[src/rtl/apb_master_pkg.sv]
// Shared types and constants for the APB master bridge.
package apb_master_pkg;

  typedef enum logic [1:0] {
    IDLE   = 2'd0,
    SETUP  = 2'd1,
    ACCESS = 2'd2
  } apb_state_t;

  localparam int          SLOT_SHIFT        = 12;
  localparam int          WINDOW_SHIFT      = 16;
  localparam logic [31:0] DEFAULT_ADDR_BASE = 32'h1000_0000;

endpackage

[src/rtl/apb_addr_decoder.sv]
// Combinational decode of a CPU byte address into a slave hit and a 4 KB slot index.
module apb_addr_decoder
  import apb_master_pkg::*;
#(
  parameter int          NUM_SLAVES = 4,
  parameter logic [31:0] ADDR_BASE  = DEFAULT_ADDR_BASE
) (
  input  logic [31:0] addr,
  output logic        hit,
  output logic [3:0]  index
);

  localparam logic [4:0] NUM_SLAVES_W = 5'(NUM_SLAVES);

  logic unused_offset_bits;
  assign unused_offset_bits = ^addr[SLOT_SHIFT-1:0];

  // Window match plus slot range check
  always_comb begin
    index = addr[WINDOW_SHIFT-1:SLOT_SHIFT];
    hit   = (addr[31:WINDOW_SHIFT] == ADDR_BASE[31:WINDOW_SHIFT]) &&
            ({1'b0, index} < NUM_SLAVES_W);
  end

endmodule

[src/rtl/apb_master_bridge.sv]
// APB initiator: CPU single-word load/store to APB SETUP/ACCESS transfers.
// Optional ACCESS-phase timeout is enabled with the APB_MASTER_TIMEOUT_EN macro.
module apb_master_bridge
  import apb_master_pkg::*;
#(
  parameter int          NUM_SLAVES     = 4,
  parameter logic [31:0] ADDR_BASE      = DEFAULT_ADDR_BASE,
  parameter int          TIMEOUT_CYCLES = 255
) (
  input  logic                       PCLK,
  input  logic                       PRESET,
  input  logic                       req,
  input  logic                       we,
  input  logic [31:0]                addr,
  input  logic [31:0]                wdata,
  output logic [31:0]                rdata,
  output logic                       done,
  output logic                       err,
  output logic                       busy,
  output logic [31:0]                PADDR,
  output logic                       PWRITE,
  output logic [31:0]                PWDATA,
  output logic                       PENABLE,
  output logic [NUM_SLAVES-1:0]      PSEL,
  input  logic [NUM_SLAVES*32-1:0]   PRDATA_ALL,
  input  logic [NUM_SLAVES-1:0]      PREADY_ALL
);

  apb_state_t              state_q, state_d;
  logic [31:0]             paddr_q, paddr_d;
  logic                    pwrite_q, pwrite_d;
  logic [31:0]             pwdata_q, pwdata_d;
  logic                    penable_q, penable_d;
  logic [NUM_SLAVES-1:0]   psel_q, psel_d;
  logic [31:0]             rdata_q, rdata_d;
  logic                    done_q, done_d;
  logic                    err_q, err_d;
  logic                    busy_q, busy_d;
  logic [3:0]              index_q, index_d;

  logic                    dec_hit;
  logic [3:0]              dec_index;
  logic [NUM_SLAVES-1:0]   dec_onehot;
  logic                    pready_sel;
  logic [31:0]             prdata_sel;

`ifdef APB_MASTER_TIMEOUT_EN
  localparam int CNT_W = $clog2(TIMEOUT_CYCLES + 1);
  logic [CNT_W-1:0] cnt_q, cnt_d, cnt_inc;
  assign cnt_inc = cnt_q + CNT_W'(1);
`else
  localparam int timeout_unused = TIMEOUT_CYCLES;
`endif

  apb_addr_decoder #(
    .NUM_SLAVES (NUM_SLAVES),
    .ADDR_BASE  (ADDR_BASE)
  ) u_decoder (
    .addr  (addr),
    .hit   (dec_hit),
    .index (dec_index)
  );

  // Select the latched slave's PREADY/PRDATA and build the one-hot select for a new request
  always_comb begin
    pready_sel = 1'b0;
    prdata_sel = 32'h0000_0000;
    dec_onehot = '0;
    for (int i = 0; i < NUM_SLAVES; i++) begin
      pready_sel    = (index_q == i[3:0]) ? PREADY_ALL[i] : pready_sel;
      prdata_sel    = (index_q == i[3:0]) ? PRDATA_ALL[32*i +: 32] : prdata_sel;
      dec_onehot[i] = (dec_index == i[3:0]);
    end
  end

  // Next-state and next-output logic for the transfer FSM
  always_comb begin
    state_d   = state_q;
    paddr_d   = paddr_q;
    pwrite_d  = pwrite_q;
    pwdata_d  = pwdata_q;
    penable_d = penable_q;
    psel_d    = psel_q;
    rdata_d   = rdata_q;
    index_d   = index_q;
    busy_d    = busy_q;
    done_d    = 1'b0;
    err_d     = 1'b0;
`ifdef APB_MASTER_TIMEOUT_EN
    cnt_d     = cnt_q;
`endif
    case (state_q)
      IDLE: begin
        if (req && dec_hit) begin
          paddr_d   = addr;
          pwrite_d  = we;
          pwdata_d  = wdata;
          index_d   = dec_index;
          psel_d    = dec_onehot;
          penable_d = 1'b0;
          busy_d    = 1'b1;
          state_d   = SETUP;
        end else if (req) begin
          err_d     = 1'b1;
        end else begin
          state_d   = IDLE;
        end
      end
      SETUP: begin
        penable_d = 1'b1;
        state_d   = ACCESS;
`ifdef APB_MASTER_TIMEOUT_EN
        cnt_d     = '0;
`endif
      end
      ACCESS: begin
        if (pready_sel) begin
          if (!pwrite_q) begin
            rdata_d = prdata_sel;
          end else begin
            rdata_d = rdata_q;
          end
          done_d    = 1'b1;
          psel_d    = '0;
          penable_d = 1'b0;
          busy_d    = 1'b0;
          state_d   = IDLE;
`ifdef APB_MASTER_TIMEOUT_EN
        end else if (cnt_inc == CNT_W'(TIMEOUT_CYCLES)) begin
          err_d     = 1'b1;
          rdata_d   = 32'h0000_0000;
          psel_d    = '0;
          penable_d = 1'b0;
          busy_d    = 1'b0;
          state_d   = IDLE;
        end else begin
          cnt_d     = cnt_inc;
        end
`else
        end else begin
          state_d   = ACCESS;
        end
`endif
      end
      default: begin
        psel_d    = '0;
        penable_d = 1'b0;
        busy_d    = 1'b0;
        state_d   = IDLE;
      end
    endcase
  end

  // State and registered outputs with synchronous reset
  always_ff @(posedge PCLK) begin
    if (PRESET) begin
      state_q   <= IDLE;
      paddr_q   <= 32'h0000_0000;
      pwrite_q  <= 1'b0;
      pwdata_q  <= 32'h0000_0000;
      penable_q <= 1'b0;
      psel_q    <= '0;
      rdata_q   <= 32'h0000_0000;
      done_q    <= 1'b0;
      err_q     <= 1'b0;
      busy_q    <= 1'b0;
      index_q   <= 4'h0;
`ifdef APB_MASTER_TIMEOUT_EN
      cnt_q     <= '0;
`endif
    end else begin
      state_q   <= state_d;
      paddr_q   <= paddr_d;
      pwrite_q  <= pwrite_d;
      pwdata_q  <= pwdata_d;
      penable_q <= penable_d;
      psel_q    <= psel_d;
      rdata_q   <= rdata_d;
      done_q    <= done_d;
      err_q     <= err_d;
      busy_q    <= busy_d;
      index_q   <= index_d;
`ifdef APB_MASTER_TIMEOUT_EN
      cnt_q     <= cnt_d;
`endif
    end
  end

  assign PADDR   = paddr_q;
  assign PWRITE  = pwrite_q;
  assign PWDATA  = pwdata_q;
  assign PENABLE = penable_q;
  assign PSEL    = psel_q;
  assign rdata   = rdata_q;
  assign done    = done_q;
  assign err     = err_q;
  assign busy    = busy_q;

endmodule
[config.mk]
export PLATFORM = sky130hd
export DESIGN_NAME = apb_master_bridge
export DESIGN_NICKNAME = d
export VERILOG_FILES = /design/src/rtl/apb_master_pkg.sv /design/src/rtl/apb_addr_decoder.sv /design/src/rtl/apb_master_bridge.sv
export SDC_FILE = /design/constraint.sdc
export NUM_CORES = 1
export LEC_CHECK = 0
export ABC_CLOCK_PERIOD_IN_PS = 4300
export CORE_AREA = 4 4 128 106
export CTS_BUF_LIST = sky130_fd_sc_hd__clkbuf_4
export DETAILED_ROUTE_END_ITERATION = 10
export DIE_AREA = 0 0 132 110
export GPL_TIMING_DRIVEN = 0
export HOLD_SLACK_MARGIN = 0.02
export PLACE_DENSITY = 0.93
export REMOVE_ABC_BUFFERS = 1
export SETUP_SLACK_MARGIN = 0.1
export SLEW_MARGIN = 20
export SYNTH_ARGS = -nofsm -noshare
export SYNTH_HDL_FRONTEND = slang
export SYNTH_HIERARCHICAL = 1
export SYNTH_SLANG_ARGS = --single-unit
[constraint.sdc]
create_clock -name PCLK -period 4.3 [get_ports PCLK]
set_input_delay 0.86 -clock PCLK [delete_from_list [all_inputs] [get_ports PCLK]]
set_output_delay 0.86 -clock PCLK [all_outputs]
set_load 0.005 [all_outputs]
==> impl_metrics.csv <==
group,metric,value,unit
floorplan,ioPinCount,305,
grt,first_global_vias,4988,
status,run_status,"completed",
synth,avgSynthCellArea,9.24,um^2
timing,highest_clock_frequency_the_design_can_meet,0.297,GHz
floorplan,die-height,110,um
power_and_ir_drop,share_seq_of_total_power,58.3,%
placement,hpwlAfterDp,13600,um
drt,drtAntennaViolNets,0,
timing,final-max-slew-violation-count,0,
synth,synth_enable_flop_cells,0,
drt,drc,0,
drt,drt_iter0_markers,217,
timing,transition_at_the_pin_with_the_smallest_max_transition_slack,0.715,ns
placement,placement.setup.worst_slack,0.397,ns
timing,period_minus_slack,3.36,ns
power_and_ir_drop,cell_internal_pwr,1.35,mW
timing,final.period_utilization,78.2,%
synth,share_of_cell_area_taken_by_muxes_after_synthesis,21.4,%
layout,layout-drive-gt1-share,7.93,%
floorplan,area_of_the_die,0.0145,mm^2
critical_path,cpMaxStageDelayCell,"sky130_fd_sc_hd__or4_1",
drt,wirelength,17100,um
synth,synth_sequential_area_ratio,44.9,%
synth,synth-adder-area-share,0,%
cts,clk_transition_reported_paths,0.17,ns
synth,synth.yosys.warnings,6,
synth,synth_top_family_by_area,"multiplexers",
timing,hold_ws,0.464,ns
grt,grt.total_usage,22.4,%
synth,xor_xnor_share_of_the_synthesized_area,0,%
critical_path,critPathMaxFanout,21,
synth,post_synth_main_area_contributors,"sky130_fd_sc_hd__dfxtp_1, sky130_fd_sc_hd__mux4_2, sky130_fd_sc_hd__nand2_1",
grt,global_route_wire_length_before_repair,25500,um
cts,cts_max_level,3,
grt,initial_antenna_violation_count,0,
grt,grt-ovfl-total,0,
layout,final_cell_mix,"sky130_fd_sc_hd__clkdlybuf4s50_1, sky130_fd_sc_hd__nand2_1, sky130_fd_sc_hd__dfxtp_1",
cts,cts_root_buf,"sky130_fd_sc_hd__clkbuf_4",
critical_path,cpLargestDelayFamily,"simple AND/OR/NAND/NOR gates",
synth,synth_top_area_share,44.9,%
critical_path,critPathCaptureType,"flip-flop",
placement,finalWeightedCongestion,0.862,
layout,syn_to_final_growth,67.1,%
layout,num-fill-cells,961,
layout,final-seq-area,0.00223,mm^2
critical_path,worstPathBufferInverterCount,5,
drt,vias,4926,
layout,final_area,0.00827,mm^2
synth,post_synth_and_or_nand_nor_area_fraction,20.0,%
power_and_ir_drop,clockPowerShare,27.1,%
placement,port_buffers,304,
synth,dominantRegCellSynth,"sky130_fd_sc_hd__dfxtp_1",
cts,clk_path_buf_depth,2,
synth,synthArstFlopShare,0,%
layout,layout_commonest_cell,"sky130_fd_sc_hd__clkdlybuf4s50_1",
timing,rsz0062_at_grt,"false",
drt,avgViaCountPerCell,5.07,
placement,placed_area,0.00815,mm^2
synth,synth_compound_gate_area_share,8.67,%
timing,setup_viol,0,
cts,clock_sink_count,111,
synth,syn-instance-count,536,
timing,fin_skew,0.0118,ns
layout,total_inserted_antenna_cells,0,
timing,finalHoldViolCount,0,
synth,synth_seq_cells,111,
grt,grt_start_max_net_pins,63,
synth,syn-cell-area,0.00495,mm^2
power_and_ir_drop,power_frac_comb,14.6,%
critical_path,cp_cell_sequence,"clkdlybuf4s50_1 -> or4_1 -> nor2_1 -> inv_1 -> nor3_4 -> buf_8 -> buf_16 -> buf_8 -> nand2_1 -> a21oi_1",
run,count_of_maximum_capacitance_violations,0,
cts,cts.repair_timing.setup_buffer_count,0,
critical_path,critPathRequiredTime,4.70,ns
critical_path,type_of_origin_of_the_critical_path,"primary input",
power_and_ir_drop,power.switching,416,uW
cts,postCtsResizedCells,0,
cts,clock_insertion_delay_worst_skew,0.45,ns
timing,final.setup.tns,0,ns
layout,num-nets-final,1015,
power_and_ir_drop,leakage,2.95,nW
hold_path,worst_hold_path_type,"reg -> reg",
floorplan,effective_utilization_at_floorplan,40.9,%
timing,relative_slew_slack,52.2,%
floorplan,core_region_area,0.0121,mm^2
critical_path,crit_top_cell,"sky130_fd_sc_hd__buf_8",
power_and_ir_drop,power.density,214,mW/mm^2
power_and_ir_drop,power_switching_share,23.6,%
drt,drt-wirelength-per-cell,17.6,um
synth,netlist-cell-type-count,29,
cts,post_cts_hold_buffer_count,0,
layout,multi_input_area,0.00251,mm^2
floorplan,std_cell_rows,36,
critical_path,setup.worst_path.class,"in -> reg",
power_and_ir_drop,vdd_ir_drop_max,0.171,mV
timing,timing.final.ws_setup,0.936,ns
critical_path,arrival_time_of_the_worst_setup_path,3.76,ns
synth,synthDominantAreaCellType,"sky130_fd_sc_hd__dfxtp_1",
critical_path,critPathMaxStageDelay,0.56,ns
floorplan,die_width,132,um
cts,clock_tree_from_tritoncts,"built",
drt,detail_route.first_pass.iterations,4,
cts,cts_inserted_buffers,9,
cell families (layout without fill, tap and decap cells):
logic type             Yosys count  in the layout
AO/OA/AOI/OAI                   79             79
buffers and inverters           53            337
flip-flops                     111            111
multiplexers                    66             66
AND/OR/NAND/NOR                227            227
synth_stat cells, types with 2 or more instances:
cell,n
sky130_fd_sc_hd__buf_2,4
sky130_fd_sc_hd__buf_6,3
sky130_fd_sc_hd__a211oi_1,2
sky130_fd_sc_hd__mux2i_1,34
sky130_fd_sc_hd__nor2_1,6
sky130_fd_sc_hd__a21oi_1,70
sky130_fd_sc_hd__nand2_1,172
sky130_fd_sc_hd__buf_1,2
sky130_fd_sc_hd__buf_4,6
sky130_fd_sc_hd__clkbuf_1,31
sky130_fd_sc_hd__nand2b_1,35
sky130_fd_sc_hd__dfxtp_1,111
sky130_fd_sc_hd__inv_1,7
sky130_fd_sc_hd__mux4_2,32
sky130_fd_sc_hd__nor4_1,4
sky130_fd_sc_hd__o32ai_1,4
registers in the layout, summed over array words and instances (netlist names):
signal	count
PADDR	32
index_q	4
busy	1
state_q	2
PWDATA	32
PENABLE	1
PSEL	4
PWRITE	1
done	1
rdata	32
err	1
tightest hold or removal path: cells and delay by family (launching register included):
family / cells / cell delay, ns
compound gates: 1 / 0.05
flops: 1 / 0.34
simple gates: 1 / 0.05
final timing paths:
path,start,cells after the start,endpoint,slack (ns)
worst max-delay path,addr[15],10,PWDATA[10]$_SDFFE_PP0P_,0.94
worst min-delay path,PWDATA[1]$_SDFFE_PP0P_,2,PWDATA[1]$_SDFFE_PP0P_,0.46
worst max register to register,index_q[0]$_SDFFE_PP0P_,5,rdata[28]$_SDFFE_PP0P_,1.85
worst min register to register,PWDATA[1]$_SDFFE_PP0P_,2,PWDATA[1]$_SDFFE_PP0P_,0.46
power groups by stage:
| stage | registers [mW] | logic, mW | clock network, mW |
|---|---|---|---|
| floorplan | 1.05 | 0.0420 | 0 |
| global placement | 1.05 | 0.248 | 0 |
| detailed placement | 1.05 | 0.258 | 0 |
| CTS | 1.03 | 0.259 | 0.493 |
| global route | 1.03 | 0.272 | 0.536 |
| finish | 1.03 | 0.258 | 0.479 |
final cells by class:
cell class                      instances  area share [%]
Multi-Input combinational cell        372            30.3
Clock inverter                          6           0.529
Clock buffer                           10           0.907
Tap cell                              152            2.30
Timing Repair Buffer                  314            38.7
Sequential cell                       111            26.9
Inverter                                7           0.318
metal layers:
layer,up-vias,global-route usage [%],routed length [um]
met1,2335,25.1,6580
met2,185,41.1,8860
li1,2368,-,-
met3,38,7.44,1250
met4,0,6.45,389
met5,-,0,0
metrics by stage:
step           instances  util (%)  total power, mW
2_1_floorplan        490         -             1.09
3_3_place_gp         946      65.7             1.30
3_5_place_dp         956      67.3             1.31
4_1_cts              972      68.3             1.78
5_1_grt              972      68.3             1.84
6_report             972      68.3             1.77
Power figures use the tool's default switching activity.
